## src/rtl/video_color_pipe.sv

```systemverilog
// video_color_pipe: pixel-rate colour mapping stage between the williams2 core
// and arcade_video. Generates the pixel clock enable, samples core video once
// per pixel, maps each channel through a shared {colour,intensity} LUT read
// over one single-port memory, and emits OW-bit RGB with timing delayed to match.
// Build option: define VCP_LUT_LOAD_EN for a runtime-loadable LUT (dn_* write
// handshake); otherwise the LUT is a ROM of the default ramp and dn_* is inert.
module video_color_pipe #(
  parameter int unsigned CW     = 4,
  parameter int unsigned IW     = 4,
  parameter int unsigned OW     = 8,
  parameter int unsigned CE_DIV = 8
) (
  input  logic             clk_video,
  input  logic             reset,
  input  logic [CW-1:0]    r_in,
  input  logic [CW-1:0]    g_in,
  input  logic [CW-1:0]    b_in,
  input  logic [IW-1:0]    i_in,
  input  logic             hblank_in,
  input  logic             vblank_in,
  input  logic             hs_in,
  input  logic             vs_in,
  output logic             ce_pix,
  output logic [OW-1:0]    r_out,
  output logic [OW-1:0]    g_out,
  output logic [OW-1:0]    b_out,
  output logic             hblank_out,
  output logic             vblank_out,
  output logic             hs_out,
  output logic             vs_out,
  input  logic [CW+IW-1:0] dn_addr,
  input  logic [OW-1:0]    dn_data,
  input  logic             dn_wr,
  output logic             dn_ready,
  output logic             dn_ack
);

  localparam int unsigned AW        = CW + IW;
  localparam int unsigned LUT_DEPTH = 2 ** AW;
  localparam int unsigned DIV_W     = $clog2(CE_DIV);

  // The schedule needs three read slots plus a spare cycle before the output update.
  if (CE_DIV < 6) begin : g_bad_ce_div
    $error("video_color_pipe: CE_DIV must be >= 6");
  end

  // Which colour channel the single memory port is reading this cycle.
  typedef enum logic [1:0] {
    SLOT_IDLE,
    SLOT_RD_R,
    SLOT_RD_G,
    SLOT_RD_B
  } slot_e;

  typedef logic [OW-1:0] lut_t [LUT_DEPTH];

  // Default ramp: entry {c,i} = floor(c*i*(2^OW-1) / ((2^CW-1)*(2^IW-1))).
  function automatic logic [OW-1:0] lut_default(input logic [AW-1:0] a);
    longint unsigned c;
    longint unsigned i;
    longint unsigned num;
    longint unsigned den;
    c   = 64'(a[AW-1:IW]);
    i   = 64'(a[IW-1:0]);
    num = c * i * ((64'd1 << OW) - 64'd1);
    den = ((64'd1 << CW) - 64'd1) * ((64'd1 << IW) - 64'd1);
    return OW'(num / den);
  endfunction

  function automatic lut_t lut_defaults();
    lut_t t;
    for (int unsigned a = 0; a < LUT_DEPTH; a++) begin
      t[a] = lut_default(AW'(a));
    end
    return t;
  endfunction

  logic [DIV_W-1:0] r_div;
  logic             r_ce_pix;
  logic             w_last;

  logic [CW-1:0]    r_hold_r;
  logic [CW-1:0]    r_hold_g;
  logic [CW-1:0]    r_hold_b;
  logic [IW-1:0]    r_hold_i;
  logic             r_hold_hb;
  logic             r_hold_vb;
  logic             r_hold_hs;
  logic             r_hold_vs;

  slot_e            w_slot;
  logic             w_rd_en;
  logic [AW-1:0]    w_rd_addr;
  logic [OW-1:0]    r_lut_q;
  logic [OW-1:0]    r_lut_r;
  logic [OW-1:0]    r_lut_g;
  logic [OW-1:0]    r_lut_b;
  logic             w_force;

  logic [OW-1:0]    r_out_r;
  logic [OW-1:0]    r_out_g;
  logic [OW-1:0]    r_out_b;
  logic             r_out_hb;
  logic             r_out_vb;
  logic             r_out_hs;
  logic             r_out_vs;

  assign w_last = (r_div == DIV_W'(CE_DIV - 1));

  // Pixel divider; ce_pix is registered so it is high while div==0.
  always_ff @(posedge clk_video or posedge reset) begin
    if (reset) begin
      r_div    <= '0;
      r_ce_pix <= 1'b0;
    end else begin
      r_ce_pix <= w_last;
      r_div    <= w_last ? '0 : r_div + DIV_W'(1);
    end
  end

  // Sample core video once per pixel; changes between samples are ignored.
  always_ff @(posedge clk_video or posedge reset) begin
    if (reset) begin
      r_hold_r  <= '0;
      r_hold_g  <= '0;
      r_hold_b  <= '0;
      r_hold_i  <= '0;
      r_hold_hb <= 1'b0;
      r_hold_vb <= 1'b0;
      r_hold_hs <= 1'b0;
      r_hold_vs <= 1'b0;
    end else if (r_div == '0) begin
      r_hold_r  <= r_in;
      r_hold_g  <= g_in;
      r_hold_b  <= b_in;
      r_hold_i  <= i_in;
      r_hold_hb <= hblank_in;
      r_hold_vb <= vblank_in;
      r_hold_hs <= hs_in;
      r_hold_vs <= vs_in;
    end
  end

  // Read-slot decode: div 1/2/3 read R/G/B entries from the held pixel.
  always_comb begin
    w_slot    = SLOT_IDLE;
    w_rd_addr = {r_hold_r, r_hold_i};
    if (r_div == DIV_W'(1)) begin
      w_slot    = SLOT_RD_R;
      w_rd_addr = {r_hold_r, r_hold_i};
    end else if (r_div == DIV_W'(2)) begin
      w_slot    = SLOT_RD_G;
      w_rd_addr = {r_hold_g, r_hold_i};
    end else if (r_div == DIV_W'(3)) begin
      w_slot    = SLOT_RD_B;
      w_rd_addr = {r_hold_b, r_hold_i};
    end
  end

  assign w_rd_en = (w_slot != SLOT_IDLE);

`ifdef VCP_LUT_LOAD_EN
  lut_t             r_lut = lut_defaults();
  logic             r_pend_valid;
  logic [AW-1:0]    r_pend_addr;
  logic [OW-1:0]    r_pend_data;
  logic             w_commit;

  // A pending write only touches the memory outside the read slots, so a
  // pixel's three reads always see one consistent LUT image.
  assign w_commit = r_pend_valid && (w_slot == SLOT_IDLE);

  // Pending-write register; reset discards an uncommitted write.
  always_ff @(posedge clk_video or posedge reset) begin
    if (reset) begin
      r_pend_valid <= 1'b0;
      r_pend_addr  <= '0;
      r_pend_data  <= '0;
    end else if (w_commit) begin
      r_pend_valid <= 1'b0;
    end else if (dn_wr && !r_pend_valid) begin
      r_pend_valid <= 1'b1;
      r_pend_addr  <= dn_addr;
      r_pend_data  <= dn_data;
    end
  end

  // Single-port LUT: write on commit, synchronous read in the read slots.
  always_ff @(posedge clk_video) begin
    if (w_commit) begin
      r_lut[r_pend_addr] <= r_pend_data;
    end
    if (w_rd_en) begin
      r_lut_q <= r_lut[w_rd_addr];
    end
  end

  assign dn_ready = ~r_pend_valid;
  assign dn_ack   = w_commit;
`else
  logic w_dn_unused;

  assign w_dn_unused = ^{dn_addr, dn_data, dn_wr};

  // Fixed ramp ROM with the same one-cycle read latency as the RAM build.
  always_ff @(posedge clk_video) begin
    if (w_rd_en) begin
      r_lut_q <= lut_default(w_rd_addr);
    end
  end

  assign dn_ready = 1'b0;
  assign dn_ack   = 1'b0;
`endif

  // Collect LUT data one cycle after each read slot (div 2/3/4).
  always_ff @(posedge clk_video or posedge reset) begin
    if (reset) begin
      r_lut_r <= '0;
      r_lut_g <= '0;
      r_lut_b <= '0;
    end else begin
      if (r_div == DIV_W'(2)) r_lut_r <= r_lut_q;
      if (r_div == DIV_W'(3)) r_lut_g <= r_lut_q;
      if (r_div == DIV_W'(4)) r_lut_b <= r_lut_q;
    end
  end

  assign w_force = (r_hold_i == '0) | r_hold_hb | r_hold_vb;

  // Update colour and timing together on the edge that starts the next ce_pix.
  always_ff @(posedge clk_video or posedge reset) begin
    if (reset) begin
      r_out_r  <= '0;
      r_out_g  <= '0;
      r_out_b  <= '0;
      r_out_hb <= 1'b0;
      r_out_vb <= 1'b0;
      r_out_hs <= 1'b0;
      r_out_vs <= 1'b0;
    end else if (w_last) begin
      r_out_r  <= w_force ? '0 : r_lut_r;
      r_out_g  <= w_force ? '0 : r_lut_g;
      r_out_b  <= w_force ? '0 : r_lut_b;
      r_out_hb <= r_hold_hb;
      r_out_vb <= r_hold_vb;
      r_out_hs <= r_hold_hs;
      r_out_vs <= r_hold_vs;
    end
  end

  assign ce_pix     = r_ce_pix;
  assign r_out      = r_out_r;
  assign g_out      = r_out_g;
  assign b_out      = r_out_b;
  assign hblank_out = r_out_hb;
  assign vblank_out = r_out_vb;
  assign hs_out     = r_out_hs;
  assign vs_out     = r_out_vs;

endmodule

```

## config.mk

```make
export PLATFORM = sky130hd
export DESIGN_NAME = video_color_pipe
export DESIGN_NICKNAME = d
export VERILOG_FILES = /design/src/rtl/video_color_pipe.sv
export SDC_FILE = /design/constraint.sdc
export NUM_CORES = 1
export LEC_CHECK = 0
export CORE_MARGIN = 1.5
export CORE_UTILIZATION = 34
export DETAILED_ROUTE_END_ITERATION = 8
export GPL_ROUTABILITY_DRIVEN = 0
export PLACE_DENSITY = 0.62
export SLEW_MARGIN = 0
export SYNTH_ARGS = -nofsm -noshare
export SYNTH_HDL_FRONTEND = slang
export SYNTH_SLANG_ARGS = --single-unit
```

## constraint.sdc

```tcl
create_clock -name clk_video -period 14.7 [get_ports clk_video]
set_clock_uncertainty 0.05 [all_clocks]
set_input_delay 1.47 -clock clk_video [delete_from_list [all_inputs] [get_ports clk_video]]
set_output_delay 1.47 -clock clk_video [all_outputs]
set_load 0.02 [all_outputs]
```

# After elaboration in Yosys (flattened, before gate mapping)
# Cells that the tools add are included.
# word_totals
in_bits	39
register_bits	84
out_inout_bits	31
word_cells	45
# op_classes
n_reduce_logical	3
n_mux	10
add_sub_neg	1
n_bitwise	2
n_eq_ne	5
mul	2
div_mod_pow	1
# ops
op	n
16-bit by 8-bit divider with 64-bit output (second input constant)	1
8-bit 2-to-1 mux	6
8-bit by 8-bit multiplier with 16-bit output (second input constant)	1
4-bit by 4-bit multiplier with 8-bit output	1
3-bit by 2-bit equality test with 1-bit output (second input constant)	2
3-bit equality test (second input constant)	2
2-bit 2-to-1 mux	3
4-bit zero test	1
3-bit by 1-bit adder with 3-bit output (second input constant)	1
3-bit by 1-bit equality test with 1-bit output (second input constant)	1
3-bit zero test	1
3-bit 2-to-1 mux	1
1-bit bitwise OR	2
2-bit nonzero test	1

# Depth between registers and ports, before layout
# logic_depth
depth_word	7
depth_mapped	64
mapped_depth_nobuf	57

# Worst setup path before layout
# OpenSTA, ideal clock, no wires.
# synth_timing
kind	register to register
from	register r_div[0]
to	register r_lut_q[0], data pin
setup_ps	254
slack_ps	136
stages_incl_launch_ff	60
t_arrival_ps	14260
synth_period_minus_slack_ps	14564
path_buffers	4
required_time_ps	14396
cell_sequence	dfrtp_1 -> ha_1 -> ha_1 -> clkbuf_1 -> nor2_1 -> nor2_1 -> o22ai_1 -> or2_2 -> fa_1 -> inv_1 -> fa_1 -> inv_1 -> fa_1 -> nand2b_1 -> o2bb2ai_1 -> xnor2_1 -> xnor2_1 -> inv_1 -> [... 24 more ...] -> a21boi_4 -> nand2b_2 -> a311oi_2 -> a2bb2oi_2 -> a21oi_4 -> inv_2 -> a211o_2 -> and2_4 -> a311o_1 -> a311o_1 -> ha_1 -> nand2_1 -> o31ai_1 -> a211oi_1 -> xnor2_1 -> a31oi_1 -> a221o_1 -> a21o_1
# synth_via
elab_chain_cells	7
word_cells_on_any_way	9
classes_between	mul: 2; div: 1; eq/ne: 3; mux: 3
# synth_rtl
element	line_no	text
from (decl)	78	logic [DIV_W-1:0] r_div;
from (signal assigned)	117	r_div <= w_last ? '0 : r_div + DIV_W'(1);
3-bit by 2-bit equality test with 1-bit output	154	end else if (r_div == DIV_W'(3)) begin
8-bit 2-to-1 mux	154	
8-bit 2-to-1 mux	151	end else if (r_div == DIV_W'(2)) begin
8-bit 2-to-1 mux (*)	148	if (r_div == DIV_W'(1)) begin
4-bit by 4-bit multiplier with 8-bit output (*)	65	num = c * i * ((64'd1 << OW) - 64'd1);
8-bit by 8-bit multiplier with 16-bit output (*)	65	
16-bit by 8-bit divider with 64-bit output (*)	67	return OW'(num / den);
to (signal assigned)	208	r_lut_q <= lut_default(w_rd_addr);
to (decl)	94	logic [OW-1:0] r_lut_q;
# Mark *: on every way between the ends. The rest lies on a longest branch, timed or not.
# A chain may end at the register's enable or synchronous reset.

# Worst setup path after layout
# Same ends and word-level chain as after synthesis.

==> metrics <==
die width=160 um; Crit-path slowest cell=or4_4; final setup vio count=0; first-pass GRT wire length=33,500 um; placed insts=1,317; # rows=57; Cells after Synth=929; Worst Setup SP=r_div[0]$_DFF_PP0_; Slew Limit Headroom=33.5%; min-delay src=r_lut_b[1]$_DFFE_PP0N_; Antenna Nets Post-Route=0; Die H=160 um; share of layout cells above drive strength 1=~20%; CP max stage delay=0.60 ns; Starting DRT DRC Count=400; DRC=0; Port-buffer cells=50; die area=0.0255 sq mm; Top delay family on crit path=compound AO/OA/AOI/OAI gates; hpwl dp=approximately 15,000 um; Stages on worst setup path=56; gr ovfl total=0; worst r2r path cells=56; Util after Layout=a little over two fifths; WS Path Type=flop to flop; required time of the critical path=14.74 ns; largest net degree at the start of global routing=77; vias per cell=5.28; cts bufs inserted=9; core area=0.0242 sq mm; Worst Tran Pin Value=0.997 ns; ANT cells=0; Net count, final=1,144; crit path DAT=14.16 ns; period utilisation layout=96.1%; Syn-to-layout area delta=20.6%; effective utilization at floorplan=34.5%; initial antenna violation count=0; Cell Count, Final, Fillers Out=1,345; Pre-antenna DRT Iters=5; max cap viols=0; Syn Std Cell Area=0.00834 sq mm; most common cell after layout, fill and taps aside=inv_1; crit-path max FO=12; Warnings, synthesis=0; cts hold-fix bufs=0; Synth async-reset ratio=90.5%; WL per Instance=14.5 um; RR Startpoint=r_div[0]$_DFF_PP0_; status=finished, final reports clean; Slew Limit Fails=0; Worst setup EP type=flop; sequential area share after synthesis=between 20% and 30%; number of global-route vias before repair=6,906; Worst-path clk slew=0.06 ns; max frequency=0.0708 GHz; Hold/Removal Path Class=flop to flop; commonest non-fill, non-tap cells in the layout=104 x inv_1, 82 x nand2_1, 76 x dfrtp_1; minimum clock period=between 10 and 15 ns; Setup crit start kind=flop; CTS Sinks=84; final hold vios=0; dominant synthesized flop cell=dfrtp_1; Clock Path Buffers=2; clk_lat worst skew=0.33 ns; post-synth cell types=114; synthesized area per cell=8.98 sq um; I/O pins=70; # fillers=around 2,400; clock tree root buffer cell=clkbuf_16; Synth Register Bits=84; CTS tree=done; depth of the CTS H-tree=3; hold path depth=2; Tot GR Track Use=15.5%; EDFF count, synth=8; Buf/Inv on CP=9; final hold slack=around 0.42 ns; Total Wirelength=19,400 um; routed via count=7,103
==> tightest hold or removal path, delay by kind of cell, from the launching register on <==
kind               cells  cell delay [ns]
AOI/OAI and AO/OA      1             0.06
DFF                    1             0.34
and+or+nand+nor        1             0.04
==> repair_timing <==
item                       CTS  global route
gates resized for setup      1            49
setup endpoints to repair    1             2
buffers inserted             0            12
pin swaps                    0            25
==> sequential cells by signal (all words and copies together), names as in the netlist, 3 cells and up <==
register,flops
r_hold_g,4
r_out,8
r_lut_g,8
r_hold_r,4
r_lut_b,8
g_out,8
r_div,3
r_hold_b,4
b_out,8
r_lut_q,8
r_hold_i,4
r_lut_r,8
==> synthesized netlist by cell type (all sizes together), types with 4 or more instances <==
library cell / instances / area share [%]
o22ai: 7 / 0.52
or3: 4 / 0.30
nand2: 86 / 3.9
a211o: 7 / 0.75
inv: 108 / 4.9
nand2b: 5 / 0.40
nor4: 11 / 1.2
xor2: 15 / 1.7
a21boi: 5 / 0.58
buf: 15 / 1.2
o22a: 7 / 0.73
and3: 12 / 0.96
nand4: 7 / 0.67
a21oi: 30 / 2.2
xnor2: 31 / 3.4
o311ai: 6 / 1.1
nor2: 56 / 2.8
mux2i: 7 / 0.88
or2: 9 / 0.68
o21a: 9 / 0.83
nor3: 25 / 1.7
o31ai: 6 / 0.54
nand3: 29 / 1.7
and2: 11 / 0.85
o31a: 5 / 0.52
ha: 63 / 9.4
a21o: 11 / 0.99
mux2: 45 / 6.1
o21ai: 55 / 3.4
a31oi: 16 / 1.3
edfxtp: 8 / 2.9
o211ai: 18 / 1.7
fa: 26 / 6.2
clkbuf: 15 / 0.67
a211oi: 22 / 2.2
dfrtp: 76 / 23
==> kinds of logic (layout without fill, tap and decap cells) <==
| family | count (synthesis) | after routing | synth area share, % |
|---|---|---|---|
| adders and majority gates | 91 | 91 | 15.9 |
| buffers and inverters | 138 | 229 | 6.81 |
| AOI/OAI and AO/OA | 249 | 249 | 23.1 |
| xor gates and xnor gates | 46 | 46 | 5.10 |
| other | 1 | 2 | 0.0450 |
| muxes | 52 | 52 | 6.96 |
| and+or+nand+nor | 268 | 268 | 16.4 |
| DFF | 84 | 84 | 25.7 |
==> stage by stage <==
| stage | TNS [ns] | setup slack, ns | cell area, sq um |
|---|---|---|---|
| 6_report | 0 | 0.578 | 10100 |
| 5_1_grt | -0.0269 | -0.0269 | 10100 |
| 4_1_cts | 0 | 0.0430 | 9730 |
| 3_5_place_dp | 0 | 0.0304 | 9420 |
| 3_3_place_gp | 0 | 0.113 | 9420 |
| 2_1_floorplan | 0 | 0.136 | 8350 |
==> metal layers <==
layer,vias up,part of all wire (%),global-route usage [%]
met4,0,1.6,4.12
met5,-,0,0
met3,24,3.8,1.77
li1,3516,-,-
met1,3403,47,21.0
met2,160,47,26.3
==> final cells by class <==
type                            instances  area [sq um]  share of cell area, %
Multi-Input combinational cell        708          5880                   58.5
Sequential cell                        84          2140                   21.3
Clock inverter                          6          63.8                  0.634
Clock buffer                           10           239                   2.38
Inverter                              108           415                   4.13
Tap cell                              324           405                   4.03
Timing Repair Buffer                  105           913                   9.08
==> path summary, 6_finish.rpt <==
path | to | slack (ns)
min in group asynchronous | vs_out$_DFFE_PP0P_ | 1.69
max reg2reg | r_lut_q[0]$_DFFE_PP_ | 0.58
min | b_out[1]$_DFFE_PP0P_ | 0.42
min reg2reg | b_out[1]$_DFFE_PP0P_ | 0.42
max in group asynchronous | r_lut_g[4]$_DFFE_PP0N_ | 12.29
max | r_lut_q[0]$_DFFE_PP_ | 0.58
Power is left out: the tool's default activity adds up to more than one toggle a clock period on the data nets, which glitch-free logic cannot reach.
